[config.mk]
export PLATFORM = sky130hd
export DESIGN_NAME = eeprom_arbiter
export DESIGN_NICKNAME = d
export VERILOG_FILES = /design/src/rtl/eeprom_pkg.sv /design/src/rtl/rr_arb2.sv /design/src/rtl/eeprom_arbiter.sv
export SDC_FILE = /design/constraint.sdc
export NUM_CORES = 1
export LEC_CHECK = 0
export CORE_ASPECT_RATIO = 0.75
export CORE_UTILIZATION = 47
export DETAILED_ROUTE_END_ITERATION = 10
export GPL_ROUTABILITY_DRIVEN = 0
export GPL_TIMING_DRIVEN = 0
export PLACE_DENSITY = 0.85
export SYNTH_ARGS = -nofsm -noshare
export SYNTH_HDL_FRONTEND = slang
export SYNTH_HIERARCHICAL = 1
export SYNTH_SLANG_ARGS = --single-unit
[constraint.sdc]
create_clock -name clk_i -period 6.4 [get_ports clk_i]
set_clock_uncertainty 0.2 [all_clocks]
set_input_delay 1.92 -clock clk_i [delete_from_list [all_inputs] [get_ports clk_i]]
set_output_delay 1.92 -clock clk_i [all_outputs]
set_load 0.02 [all_outputs]
[src/rtl/eeprom_pkg.sv]
// rtl/eeprom_pkg.sv - shared states, timeout defaults and flag constants for the EEPROM arbiter
package eeprom_pkg;

   typedef enum logic [1:0] {
      ST_IDLE  = 2'd0,
      ST_ISSUE = 2'd1,
      ST_WAIT  = 2'd2,
      ST_DONE  = 2'd3
   } arb_state_t;

   localparam int TO_W_DEF   = 12;
   localparam int TO_MAX_DEF = 4095;

   localparam logic YES = 1'b1;
   localparam logic NO  = 1'b0;

   localparam int ADDR_W = 11;
   localparam int DATA_W = 8;

   function automatic logic [1:0] idx_to_onehot(input logic idx);
      return idx ? 2'b10 : 2'b01;
   endfunction

endpackage

[src/rtl/rr_arb2.sv]
// rtl/rr_arb2.sv - two-way round-robin picker; on a tie the requester not served last wins
module rr_arb2
   import eeprom_pkg::*;
(
   input  logic [1:0] req_i,
   input  logic       last_i,
   output logic [1:0] gnt_o
);

   always_comb begin
      gnt_o = 2'b00;
      case (req_i)
         2'b01:   gnt_o = 2'b01;
         2'b10:   gnt_o = 2'b10;
         2'b11:   gnt_o = idx_to_onehot(~last_i);
         default: gnt_o = 2'b00;
      endcase
   end

endmodule

[src/rtl/eeprom_arbiter.sv]
// rtl/eeprom_arbiter.sv - shares one EEPROM serial engine between two requesters with an ack timeout
module eeprom_arbiter
   import eeprom_pkg::*;
#(
   parameter int TO_W   = TO_W_DEF,
   parameter int TO_MAX = TO_MAX_DEF
) (
   input  logic              clk_i,
   input  logic              reset_i,
   input  logic              req0_i,
   input  logic              req1_i,
   input  logic              we0_i,
   input  logic              we1_i,
   input  logic [ADDR_W-1:0] addr0_i,
   input  logic [ADDR_W-1:0] addr1_i,
   input  logic [DATA_W-1:0] wdata0_i,
   input  logic [DATA_W-1:0] wdata1_i,
   output logic              done0_o,
   output logic              done1_o,
   output logic              err_o,
   output logic [DATA_W-1:0] rdata_o,
   output logic              eng_wr_o,
   output logic              eng_rd_o,
   output logic [ADDR_W-1:0] eng_addr_o,
   output logic [DATA_W-1:0] eng_dout_o,
   output logic              eng_doe_o,
   input  logic [DATA_W-1:0] eng_din_i,
   input  logic              eng_ack_i
);

   arb_state_t        state_q;
   logic              win_q;
   logic              last_q;
   logic              we_q;
   logic [TO_W-1:0]   cnt_q;
   logic              done0_q;
   logic              done1_q;
   logic              err_q;
   logic [DATA_W-1:0] rdata_q;
   logic              eng_wr_q;
   logic              eng_rd_q;
   logic [ADDR_W-1:0] eng_addr_q;
   logic [DATA_W-1:0] eng_dout_q;
   logic              eng_doe_q;

   logic [1:0]        gnt;
   logic              win_d;
   logic              we_d;
   logic [ADDR_W-1:0] addr_d;
   logic [DATA_W-1:0] wdata_d;
   logic              timeout;

   rr_arb2 u_rr_arb2 (
      .req_i  ({req1_i, req0_i}),
      .last_i (last_q),
      .gnt_o  (gnt)
   );

   always_comb begin
      win_d   = gnt[1];
      we_d    = gnt[1] ? we1_i    : we0_i;
      addr_d  = gnt[1] ? addr1_i  : addr0_i;
      wdata_d = gnt[1] ? wdata1_i : wdata0_i;
   end

   // cnt_q counts completed WAIT cycles, so this is the TO_MAX-th one
   assign timeout = (cnt_q == TO_W'(TO_MAX - 1));

   always_ff @(posedge clk_i) begin
      if (reset_i) begin
         state_q    <= ST_IDLE;
         win_q      <= NO;
         last_q     <= YES;
         we_q       <= NO;
         cnt_q      <= '0;
         done0_q    <= NO;
         done1_q    <= NO;
         err_q      <= NO;
         rdata_q    <= '0;
         eng_wr_q   <= NO;
         eng_rd_q   <= NO;
         eng_addr_q <= '0;
         eng_dout_q <= '0;
         eng_doe_q  <= NO;
      end else begin
         eng_wr_q <= NO;
         eng_rd_q <= NO;
         done0_q  <= NO;
         done1_q  <= NO;
         err_q    <= NO;
         case (state_q)
            ST_IDLE: begin
               if (|gnt) begin
                  win_q      <= win_d;
                  we_q       <= we_d;
                  eng_addr_q <= addr_d;
                  eng_dout_q <= wdata_d;
                  eng_doe_q  <= we_d;
                  eng_wr_q   <= we_d;
                  eng_rd_q   <= ~we_d;
                  cnt_q      <= '0;
                  state_q    <= ST_ISSUE;
               end
            end
            ST_ISSUE: begin
               state_q <= ST_WAIT;
            end
            ST_WAIT: begin
               if (eng_ack_i) begin
                  if (!we_q) begin
                     rdata_q <= eng_din_i;
                  end
                  {done1_q, done0_q} <= idx_to_onehot(win_q);
                  state_q            <= ST_DONE;
               end else if (timeout) begin
                  {done1_q, done0_q} <= idx_to_onehot(win_q);
                  err_q              <= YES;
                  state_q            <= ST_DONE;
               end else begin
                  cnt_q <= cnt_q + TO_W'(1);
               end
            end
            ST_DONE: begin
               last_q    <= win_q;
               eng_doe_q <= NO;
               state_q   <= ST_IDLE;
            end
            default: begin
               state_q <= ST_IDLE;
            end
         endcase
      end
   end

   assign done0_o    = done0_q;
   assign done1_o    = done1_q;
   assign err_o      = err_q;
   assign rdata_o    = rdata_q;
   assign eng_wr_o   = eng_wr_q;
   assign eng_rd_o   = eng_rd_q;
   assign eng_addr_o = eng_addr_q;
   assign eng_dout_o = eng_dout_q;
   assign eng_doe_o  = eng_doe_q;

endmodule

## After elaboration in Yosys (flattened, before gate mapping)

Index checks and enable logic that the tools add are counted.

- Register bits: 50
- Output and inout bits: 33

- Add/subtract/negate cells: 1
- Equal/unequal tests: 11
- Mux-type cells: 21
- Bitwise operators: 5
- Reduce and logical (&&, ||, !) cells: 12

Operator list:

| kind | number |
|---|---|
| two-way mux 12 bit | 3 |
| one-hot mux 12 bit (2 select lines) | 1 |
| adder 12 x 1 -> 12 bit (second input constant) | 1 |
| == test 12 bit (second input constant) | 1 |
| two-way mux 11 bit | 1 |
| two-way mux 2 bit | 5 |
| == test 2 bit (second input constant) | 4 |
| two-way mux 8 bit | 1 |
| one-hot mux 2 bit (4 select lines) | 1 |
| two-way mux 1 bit | 7 |
| inequality test 2 bit (second input constant) | 3 |
| one-hot mux 2 bit (3 select lines) | 1 |
| AND reduction 2 bit | 3 |
| OR reduction 3 bit | 2 |
| NOT 1 bit | 5 |
| == test 2 x 1 -> 1 bit (second input constant) | 2 |
| AND reduction 4 bit | 1 |
| nonzero test 2 bit | 2 |
| OR reduction 2 bit | 2 |
| inequality test 3 bit (second input constant) | 1 |
| AND reduction 3 bit | 1 |
| logical NOT 2 bit | 1 |
| one-hot mux 1 bit (2 select lines) | 1 |

## Longest topological paths before layout

Gate-level depths: netlist of the first run.

- Depth in word-level cells: 5
- Mapped depth: 7

## Cells and area by module

The synthesis of the first run kept the hierarchy.

By module, submodules not included:

| module | times used | cells each | area an instance (um^2) |
|---|---|---|---|
| eeprom_arbiter | 1 | 243 | 2,260.9 |
| rr_arb2 | 1 | 3 | 18.8 |

## Worst setup path after synthesis of the first run

Ideal clock, no wire load.

- Path type: in2reg
- Start point: input port req1_i
- End point: register cnt_q[1]
- Arrival time: 3,283 ps
- Data required time: 6,130 ps
- Slack: 2,847 ps
- Cell stages on the path: 6
- Buffers on the path: 1
- Cell sequence: a21boi_0 -> buf_2 -> nor3b_1 -> a211o_1 -> or4b_1 -> a21oi_1

- Cells in the longest elaborated chain, start to end: 5
- Elaborated cells on any way between the ends: 7

Ends and longest elaborated chain:

| item | RTL line | source |
|---|---|---|
| from (decl) | eeprom_arbiter.sv:11 | `input logic req1_i,` |
| == test 2 bit or == test 2 x 1 -> 1 bit (tied branches) | rr_arb2.sv:12 | `case (req_i)` |
| one-hot mux 2 bit (3 select lines) * | rr_arb2.sv:12 |  |
| OR reduction 2 bit * | eeprom_arbiter.sv:93 | `if (\|gnt) begin` |
| inequality test 2 bit (no line) * | -- |  |
| AND reduction 4 bit (no line) * | -- |  |
| to (signal assigned) | eeprom_arbiter.sv:120 | `cnt_q <= cnt_q + TO_W'(1);` |
| to (decl) | eeprom_arbiter.sv:35 | `logic [TO_W-1:0] cnt_q;` |

Mark *: on every way between the ends. The rest lies on a longest branch, timed or not.
A chain may end at the register's enable or synchronous reset.

## Final worst setup path of the first run

- Start point: input port req0_i
- End point: register cnt_q[3]

- Cells in the longest elaborated chain, start to end: 5
- Elaborated cells on any way between the ends: 7

Ends and longest elaborated chain:

| item | RTL line | source |
|---|---|---|
| from (decl) | eeprom_arbiter.sv:10 | `input logic req0_i,` |
| == test 2 bit or == test 2 x 1 -> 1 bit (tied branches) | rr_arb2.sv:12 |  |
| one-hot mux 2 bit (3 select lines) * | rr_arb2.sv:12 |  |
| named net gnt[1] | eeprom_arbiter.sv:46 | `logic [1:0] gnt;` |
| OR reduction 2 bit * | eeprom_arbiter.sv:93 |  |
| inequality test 2 bit (no line) * | -- |  |
| AND reduction 4 bit (no line) * | -- |  |

Mark *: on every way through the listed nets, which the timed path passes. The rest lies on a longest branch.

==> summary.md, run 1 <==
| Metric | Value |
|---|---|
| Outcome | complete, no violations |
| Drt total wl | roughly 5.7 mm |
| Crit path to | cnt_q[3] |
| Fin util | 72.4% |
| Gr ovfl total | 0 |
| Core area | 0.00457 mm² |
| Row Count | 21 |
| Initial core utilization | 49.9% |
| Routed WL per cell | between 10 and 15 µm |
| Initial antenna violation count | 0 |
| I/O Pins | 86 |
| Dpl hpwl | approximately 4.3 mm |
| Worst Hold Launch | eng_dout_o[5] |
| Area leader, netlist | dfxtp_1 |
| Reg-to-reg slack, setup | 3.88 ns |
| #FFs+latches synth | 50 |
| CTS max path bufs | 2 |
| Gr usage total | 24.3% |
| Post-Syn Area per Cell | 9.27 µm² |
| Fraction of layout cells with a size suffix above 1 | between 4 and 5% |
| I/O Buffers | 84 |
| First-pass GRT wire length | 9.56 mm |
| Critical Path Source | req0_i |
| Most used flip-flop cell after synthesis | dfxtp_1 |
| Worst min path class | reg -> reg |
| Worst path slowest cell | nor3b_1 |
| Hold_ws | 0.300 ns |
| Startpoint Class | input port |
| RSZ-0062 raised after global routing | no |
| Worst R2R End | cnt_q[3] |
| Post-synth EDFFs | 0 |
| Distinct cells, synth | 39 |
| CP max stage delay | 0.64 ns |
| Reg2reg start | state_q[0] |
| Setup TNS | 0 ns |
| Largest net degree at the start of global routing | 18 |
| Req. time, crit path | 6.41 ns |
| Synth top area share | 43.9% |
| Worst-Margin Slew | 0.748 ns |
| Top post-synthesis cells by count | 50 x dfxtp_1, 35 x nor2_1, 30 x mux2i_1 |
| Worst Setup Slack, final | approximately 2.3 ns |
| DIE AREA | 0.00514 mm² |
| Total Power | 1.05 mW |
| CTS tree | yes |
| Via total after detailed routing | 2181 |
| Hold Vio Cnt, Final | 0 |
| Comb power frac | between 40% and 50% |
| CP cell instances | clkdlybuf4s50_1 -> a21boi_0 -> buf_2 -> nor3b_1 -> a211o_1 -> nor2_1 -> a311oi_1 |
| Critical path peak fanout | 8 |
| Vias in the first global route | between 2000 and 2500 |
| Final instance count without filler cells | 395 |
| Tmin final | slightly above 4 ns |
| Routed Antenna Nets | 0 |
| Register clock-pin slew on the reported worst setup and hold paths | 0.09 ns |
| Post-synth net total | 304 |
| First drt pass iteration count | 4 |
| Leakage power | roughly 1.2 nW |
| Fillers | 358 |
| Critical Path Sink Type | register |
| DIE WIDTH | slightly above 80 µm |
| Mapped Area | 0.00228 mm² |
| Fin. max-slew vios | 0 |
| Arr. time, crit path | 4.11 ns |
| Relative slew slack | approximately half |
| Total CTS buffers | 5 |
| Post-Layout Inst Area | around 0.0033 mm² |
| Dpl cells | 387 |
| Hold buffers post-CTS | 0 |
| Ys async rst share | 0% |
| Switching power | 0.375 mW |
| Power per cell area | 316 mW/mm² |
| Vias per cell | 5.52 |
| Final setup viols | 0 |
| Clock power frac | a little over a fifth |
| DR iter-0 viols | 127 |
| R2r worst-path depth | 6 |
| Power Internal | 0.671 mW |
| PostCTS Resize Cnt | 0 |
| YS warnings | 6 |
| Dpl cell area | 0.00319 mm² |
| DR DRC count | 0 |
| Nets@finish | 395 |
| Sequential Power Share | between 30% and 40% |
| Most frequent cell after synthesis | dfxtp_1 |
| N_diodes | 0 |
| Net Sw Frac | approximately 36% |
| Register area share after synthesis | 43.9% |
| Synth-to-Final Area Change | 45.1% |
| F_max | 0.244 GHz |
| Root buf cell | clkbuf_8 |
| Dpl ws | 2.02 ns |
| Final period util | 64.0% |
| Die Ht | 62.3 µm |
| CTS H-Tree Depth | 2 |
| Post-CTS setup-driven buffer insertion count | 0 |
| CP Class | in -> reg |
| CTS Sinks | 50 |
| Post-Synthesis Cells | 246 |
| Clk_lat worst skew | 0.31 ns |
| VDD IR max | 0.000176 V |
| Max cap viols | 0 |
| Ranking of synthesized cells by area | dfxtp_1 44%, mux2i_1 13%, a211oi_1 7.2%, nor2_1 5.8%, ha_1 2.7% |
critical path, delay by kind of cell:
family                 cells  cell delay, ns
AO/OA/AOI/OAI              3            0.73
buffers and inverters      2            0.64
AND/OR/NAND/NOR            2            0.82
logic make-up (layout without fill, tap and decap cells):
group | count (synthesis) | count (layout) | share of synthesized area [%]
muxes | 30 | 30 | 13.2
and+or+nand+nor | 82 | 82 | 18.9
DFF | 50 | 50 | 43.9
AOI/OAI and AO/OA | 55 | 55 | 17.1
buffers and inverters | 24 | 116 | 4.12
adders and majority gates | 5 | 5 | 2.74
flip-flops by register name (all words and copies together) (netlist names), 2 cells and up:
register and count:
state_q 2, eng_addr_o 11, eng_dout_o 8, cnt_q 12
rdata_o 8
cell usage in the layout, fill, tap and decap left out, types with 5 or more instances in the layout:
master            n
a211oi_1         22
a311oi_1          6
a31oi_1           8
clkbuf_1         11
clkbuf_8          5
clkdlybuf4s50_1  84
dfxtp_1          50
ha_1              5
inv_1             7
mux2i_1          30
nand2_1           7
nand2b_1          7
nand3_1           6
nor2_1           35
o21ai_0           7
layout make-up:
cell class / count / area (µm²) / area share [%]
buffer: 17 / 67.6 / 2.04
clock buffer: 5 / 68.8 / 2.08
clock inverter: 3 / 47.5 / 1.44
inverter: 7 / 26.3 / 0.794
multi-input combinational: 172 / 1180 / 35.8
sequential: 50 / 1000 / 30.3
tap: 57 / 71.3 / 2.16
timing repair buffer: 84 / 841 / 25.4
power groups by stage:
| stage | clock network [mW] | registers (mW) | logic [mW] |
|---|---|---|---|
| 2_1_floorplan | 0 | 0.454 | 0.191 |
| 3_3_place_gp | 0 | 0.399 | 0.409 |
| 3_5_place_dp | 0 | 0.402 | 0.415 |
| 4_1_cts | 0.232 | 0.396 | 0.419 |
| 5_1_grt | 0.245 | 0.402 | 0.458 |
| 6_report | 0.230 | 0.396 | 0.420 |
worst min path at each step:
stage,slack (ns),endpoint,cells past startpoint
6_report,0.30,eng_dout_o[5],2
4_1_cts,0.31,eng_dout_o[5],2
3_3_place_gp,0.27,rdata_o[5],2
5_1_grt,0.32,eng_dout_o[2],2
2_1_floorplan,0.25,done0_o,1
3_5_place_dp,0.29,rdata_o[5],2
metal layers:
layer	part of all wire [%]	wire, µm	track usage, %
met2	44	2520	36.5
met3	9.9	563	9.71
met1	44	2490	30.9
met5	0	0	0
met4	1.9	107	9.21
(Power assumes the default switching activity.)
==> inputs of run 2 (changes only) <==
--- a/config.mk
+++ b/config.mk
@@ -6,11 +6,11 @@
 export NUM_CORES = 1
 export LEC_CHECK = 0
 export CORE_ASPECT_RATIO = 0.75
-export CORE_UTILIZATION = 47
+export CORE_UTILIZATION = 44
 export DETAILED_ROUTE_END_ITERATION = 10
 export GPL_ROUTABILITY_DRIVEN = 0
 export GPL_TIMING_DRIVEN = 0
-export PLACE_DENSITY = 0.85
+export PLACE_DENSITY = 0.8
 export SYNTH_ARGS = -nofsm -noshare
 export SYNTH_HDL_FRONTEND = slang
 export SYNTH_HIERARCHICAL = 1
==> constraint.sdc (replaced) <==
create_clock -name clk_i -period 4 [get_ports clk_i]
set_clock_uncertainty 0.2 [all_clocks]
set_input_delay 1.2 -clock clk_i [delete_from_list [all_inputs] [get_ports clk_i]]
set_output_delay 1.2 -clock clk_i [all_outputs]
set_load 0.02 [all_outputs]
==> summary.md, run 2 (synthesized netlist as in run 1, its figures left out) <==
| Metric | Value |
|---|---|
| Outcome | complete, no violations |
| Hold buffers post-CTS | 0 (unchanged) |
| Critical path peak fanout | 8 (unchanged) |
| Synth-to-Final Area Change | 44.8% |
| Nets@finish | 395 (unchanged) |
| Max FFs per register | 12 (unchanged) |
| Worst Hold Launch | rdata_o[0] |
| CTS H-Tree Depth | 2 (unchanged) |
| Fillers | 393 (+9.8%) |
| I/O Pins | 86 (unchanged) |
| Critical Path Sink Type | register |
| First-pass GRT wire length | 8.89 mm (-7.0%) |
| Vias per cell | 5.39 (-2.3%) |
| Row Count | 22 (+4.8%) |
| N_diodes | 0 (unchanged) |
| Dpl cells | 390 (+0.78%) |
| Drt total wl | 5.43 mm (-4.6%) |
| CP Class | in -> reg |
| Worst R2R End | cnt_q[3] |
| DIE AREA | 0.00548 mm² (+6.6%) |
| Worst path slowest cell | nor3b_1 |
| Met1 Use GR | 25.3% (-5.7 points) |
| Footprint of the multi-input gates | 0.00118 mm² (unchanged) |
| Setup TNS | 0 ns (unchanged) |
| Startpoint Class | input port |
| Gr usage total | 20.7% (-3.6 points) |
| Initial core utilization | 46.3% (-3.6 points) |
| M3 GR Usage | 9.82% (+0.11 points) |
| Core area | 0.00493 mm² (+7.8%) |
| I/O Buffers | 84 (unchanged) |
| Final setup viols | 0 (unchanged) |
| WP depth | 7 (unchanged) |
| CP cell instances | clkdlybuf4s50_1 -> a21boi_0 -> buf_2 -> nor3b_1 -> a211o_1 -> nor2_1 -> a311oi_1 |
| Sum of buffers and inverters on the critical path | 2 (unchanged) |
| Hold_ws | 0.298 ns (-0.00140 ns) |
| DR iter-0 viols | 79 (-38%) |
| Highest-count cells in the layout ignoring fill and taps | 84 x clkdlybuf4s50_1, 50 x dfxtp_1, 35 x nor2_1 |
| Root buf cell | clkbuf_8 |
| F_max | 0.295 GHz |
| R2r worst-path depth | 6 (unchanged) |
| VDD IR max | 0.000220 V (+25%) |
| Fin. max-slew vios | 0 (unchanged) |
| Gr ovfl total | 0 (unchanged) |
| Req. time, crit path | 4.01 ns (-2.40 ns) |
| DR DRC count | 0 (unchanged) |
| Worst-Margin Slew | 0.754 ns (+0.00602 ns) |
| Register Area | 0.00100 mm² (unchanged) |
| Fraction of layout cells with a size suffix above 1 | 3.85% (-0.59 points) |
| Tmin final | 3.38 ns |
| DIE WIDTH | 85.1 µm (+3.3%) |
| Worst min path class | reg -> reg |
| Relative slew slack | 49.6% (-0.40 points) |
| Clk_lat worst skew | 0.30 ns (about the same) |
| Register clock-pin slew on the reported worst setup and hold paths | 0.08 ns (about the same) |
| Reg2reg start | state_q[0] |
| First drt pass iteration count | 4 (unchanged) |
| Routed WL per cell | 13.6 µm (-5.3%) |
| Reg-to-reg slack, setup | 1.51 ns (-2.37 ns) |
| Power per cell area | 497 mW/mm² (+57%) |
| Met2 Track Usage GR | 33.7% (-2.8 points) |
| RSZ-0062 raised after global routing | no |
| Arr. time, crit path | 3.39 ns (-0.72 ns) |
| Largest net degree at the start of global routing | 15 (-3) |
| Most common cell after layout, fill and taps aside | clkdlybuf4s50_1 |
| Hold Vio Cnt, Final | 0 (unchanged) |
| CP max stage delay | 0.64 ns (about the same) |
| Routed Antenna Nets | 0 (unchanged) |
| Post-CTS setup-driven buffer insertion count | 0 (unchanged) |
| Final instance count without filler cells | 398 (+0.76%) |
| Total CTS buffers | 5 (unchanged) |
| Dpl cell area | 0.00320 mm² (+0.12%) |
| Dpl hpwl | 4.19 mm (-1.5%) |
| Hold Path End | rdata_o[0] |
| Top reg by flops | cnt_q |
| Busiest grt layer | met2 |
| Initial antenna violation count | 0 (unchanged) |
| CTS Sinks | 50 (unchanged) |
| PostCTS Resize Cnt | 0 (unchanged) |
| Via total after detailed routing | 2147 (-1.6%) |
| CTS max path bufs | 2 (unchanged) |
| Final period util | 84.6% |
| Vias in the first global route | 2033 (-5.4%) |
| Die Ht | 64.3 µm (+3.2%) |
| Leakage power | 1.24 nW (-0.51%) |
| Post-Layout Inst Area | 0.00330 mm² (-0.19%) |
| Worst hold path depth | 2 (unchanged) |
| Max cap viols | 0 (unchanged) |
| Cell family with most CP delay | simple AND/OR/NAND/NOR gates |
| CTS tree | yes |
[run 2: cell count changes in the layout (fill, tap and decap cells not counted), sizes merged]
cell | before | now
clkbuf | 16 | 18
clkinv | 1 | 0
inv | 8 | 7
[run 2: power by group]
group | internal (mW) | switching, mW
clock network | 0.187 | 0.159
registers | 0.585 | 0.0499
logic | 0.298 | 0.361
[run 2: layout make-up]
cell class                 count  share of cell area [%]
clock buffer                   7                    2.31
inverter                       7                   0.796
timing repair buffer          84                    25.5
sequential                    50                    30.3
tap                           60                    2.27
multi-input combinational    172                    35.9
buffer                        17                    2.05
clock inverter                 1                   0.909
[run 2: stage by stage]
step / util [%] / power, mW / setup WS [ns]
finish: 67.0 / 1.64 / 0.616
floorplan: - / 1.03 / 1.17
CTS: 67.0 / 1.65 / 0.654
global route: 67.0 / 1.74 / 0.412
detailed placement: 64.9 / 1.30 / 0.350
global placement: 64.9 / 1.29 / 0.315
[run 2: per-layer routing]
layer | wire length (µm) | share of wire (%)
met1 | 2430 | 45
met2 | 2480 | 46
met3 | 485 | 8.9
met4 | 28 | 0.52
met5 | 0 | 0
[run 2: worst reg2reg max path: stages, from the launching register on]
cell	delay [ns]
dfxtp_1	0.34
inv_1	0.08
ha_1	0.26
nor3b_1	0.66
a211o_1	0.34
nor2_1	0.18
a311oi_1	0.33
[run 2: worst max-delay path by stage]
stage,start,to,slack (ns)
6_report,req1_i,cnt_q[3],0.62
5_1_grt,req1_i,cnt_q[3],0.41
4_1_cts,req1_i,cnt_q[3],0.65
3_5_place_dp,req1_i,cnt_q[3],0.35
3_3_place_gp,req1_i,cnt_q[3],0.32
2_1_floorplan,req1_i,cnt_q[1],1.17
==> inputs of run 3 (changes only) <==
--- a/config.mk
+++ b/config.mk
@@ -6,11 +6,11 @@
 export NUM_CORES = 1
 export LEC_CHECK = 0
 export CORE_ASPECT_RATIO = 0.75
-export CORE_UTILIZATION = 44
+export CORE_UTILIZATION = 40
 export DETAILED_ROUTE_END_ITERATION = 10
 export GPL_ROUTABILITY_DRIVEN = 0
 export GPL_TIMING_DRIVEN = 0
-export PLACE_DENSITY = 0.8
+export PLACE_DENSITY = 0.77
 export SYNTH_ARGS = -nofsm -noshare
 export SYNTH_HDL_FRONTEND = slang
 export SYNTH_HIERARCHICAL = 1
==> constraint.sdc (replaced) <==
create_clock -name clk_i -period 3.1 [get_ports clk_i]
set_clock_uncertainty 0.2 [all_clocks]
set_input_delay 0.93 -clock clk_i [delete_from_list [all_inputs] [get_ports clk_i]]
set_output_delay 0.93 -clock clk_i [all_outputs]
set_load 0.02 [all_outputs]
==> summary.md, run 3 (synthesized netlist as in run 1, its figures left out) <==
| Metric | Value |
|---|---|
| Core area | 0.00541 mm² (+9.8%) |
| I/O Buffers | 84 (unchanged) |
| VDD IR max | 0.000390 V (+78%) |
| CTS tree | yes |
| Total CTS buffers | 5 (unchanged) |
| Worst-Margin Slew | 0.705 ns (-0.0490 ns) |
| DR iter-0 viols | 119 (+51%) |
| Clk_lat worst skew | 0.31 ns (about the same) |
| Worst Setup Slack, final | 0.198 ns (-0.418 ns) |
| PostCTS Resize Cnt | 1 (+1) |
| Max cap viols | 0 (unchanged) |
| Dpl cell area | 0.00321 mm² (+0.59%) |
| Largest net degree at the start of global routing | 18 (+3) |
| Initial core utilization | 42.1% (-4.1 points) |
| Post-CTS setup-driven buffer insertion count | 0 (unchanged) |
| Gr usage total | 20.8% (+0.10 points) |
| Register clock-pin slew on the reported worst setup and hold paths | 0.10 ns (+0.02 ns) |
| CTS H-Tree Depth | 2 (unchanged) |
| Final period util | 93.6% |
| Tmin final | 2.90 ns |
| N_diodes | 0 (unchanged) |
| I/O Pins | 86 (unchanged) |
| Routed WL per cell | 13.8 µm (+1.0%) |
| Startpoint Class | input port |
| Row Count | 23 (+4.5%) |
| RSZ-0062 raised after global routing | no |
| Hold buffers post-CTS | 0 (unchanged) |
| Power per cell area | 646 mW/mm² (+30%) |
| Reg-to-reg slack, setup | 0.81 ns (-0.70 ns) |
| Root buf cell | clkbuf_8 |
| CP Class | in -> reg |
| Drt total wl | 5.69 mm (+4.8%) |
| Fin. max-slew vios | 0 (unchanged) |
| F_max | between 0.3 and 0.4 GHz |
| First-pass GRT wire length | 9.52 mm (+7.1%) |
| Vias in the first global route | 2064 (+1.5%) |
| Fraction of layout cells with a size suffix above 1 | 4.73% (+0.89 points) |
| Synth-to-Final Area Change | 46.3% |
| Worst min path class | reg -> reg |
| Post-Layout Inst Area | 0.00334 mm² (+1.0%) |
| Total Power | 2.15 mW (+31%) |
| Gr ovfl total | 0 (unchanged) |
| Die Ht | 67.4 µm (+4.7%) |
| Critical path peak fanout | 8 (unchanged) |
| DR DRC count | 0 (unchanged) |
| Vias per cell | 5.20 (-3.6%) |
| Outcome | complete, no violations |
| Highest-count cells in the layout ignoring fill and taps | 84 x clkdlybuf4s50_1, 50 x dfxtp_1, 35 x nor2_1 |
| Dpl ws | -0.316 ns (-0.666 ns) |
| DIE WIDTH | 89.2 µm (+4.8%) |
| Req. time, crit path | 3.15 ns (-0.86 ns) |
| Routed Antenna Nets | 0 (unchanged) |
| Nets@finish | 395 (unchanged) |
| Relative slew slack | 52.6% (+3.0 points) |
| Final setup viols | 0 (unchanged) |
| Hold Vio Cnt, Final | 0 (unchanged) |
| Most common cell after layout, fill and taps aside | clkdlybuf4s50_1 |
| Fillers | 479 (+22%) |
| CTS max path bufs | 2 (unchanged) |
| DIE AREA | 0.00601 mm² (+9.7%) |
| Dpl hpwl | 4.33 mm (+3.4%) |
| Initial antenna violation count | 0 (unchanged) |
| Critical Path Sink Type | register |
| Max FFs per register | 12 (unchanged) |
| CTS Sinks | 50 (unchanged) |
| Via total after detailed routing | 2148 (+0.047%) |
| First drt pass iteration count | 4 (unchanged) |
| Leakage power | 1.24 nW (+0.69%) |
| Top reg by flops | cnt_q |
| Arr. time, crit path | 2.95 ns (-0.44 ns) |
[run 3: final cells by class]
cell class	count	area [µm²]	share of cell area [%]
Buffer	17	67.6	2.03
Clock buffer	5	68.8	2.06
Clock inverter	3	47.5	1.43
Inverter	7	26.3	0.788
Multi-Input combinational cell	172	1190	35.7
Sequential cell	50	1000	30.0
Tap cell	75	93.8	2.81
Timing Repair Buffer	84	841	25.2
[run 3: path summary, 6_finish.rpt]
check                                    from             to  depth (start not counted)
worst max-delay path                   req1_i       cnt_q[1]                          7
worst min-delay path            eng_dout_o[5]  eng_dout_o[5]                          2
worst max register to register     state_q[0]       cnt_q[1]                          6
worst min register to register  eng_dout_o[5]  eng_dout_o[5]                          2
[run 3: power by group]
group          switching [mW]  internal [mW]
sequential             0.0639          0.755
clock                   0.231          0.245
combinational           0.472          0.387
[run 3: routing by layer]
layer,track usage [%],share of wire [%],up-vias
li1,-,-,1084
met3,7.70,8.7,5
met1,26.9,45,982
met2,32.3,45,77
met4,6.75,0.86,0
met5,0,0,-
[run 3: worst max-delay path, stage by stage]
cell             delay [ns]
clkdlybuf4s50_1        0.48
a21boi_0               0.16
buf_2                  0.19
nor3b_2                0.10
a211o_1                0.41
or4b_1                 0.54
a21oi_1                0.15
[run 3: stage by stage]
step | hold slack (ns) | TNS [ns] | cells | util, %
3_5_place_dp | 0.290 | -2.49 | 405 | 59.4
2_1_floorplan | 0.250 | 0 | 246 | -
4_1_cts | 0.304 | 0 | 413 | 61.7
5_1_grt | 0.322 | 0 | 413 | 61.7
3_3_place_gp | 0.273 | -1.98 | 405 | 59.4
6_report | 0.303 | 0 | 413 | 61.7
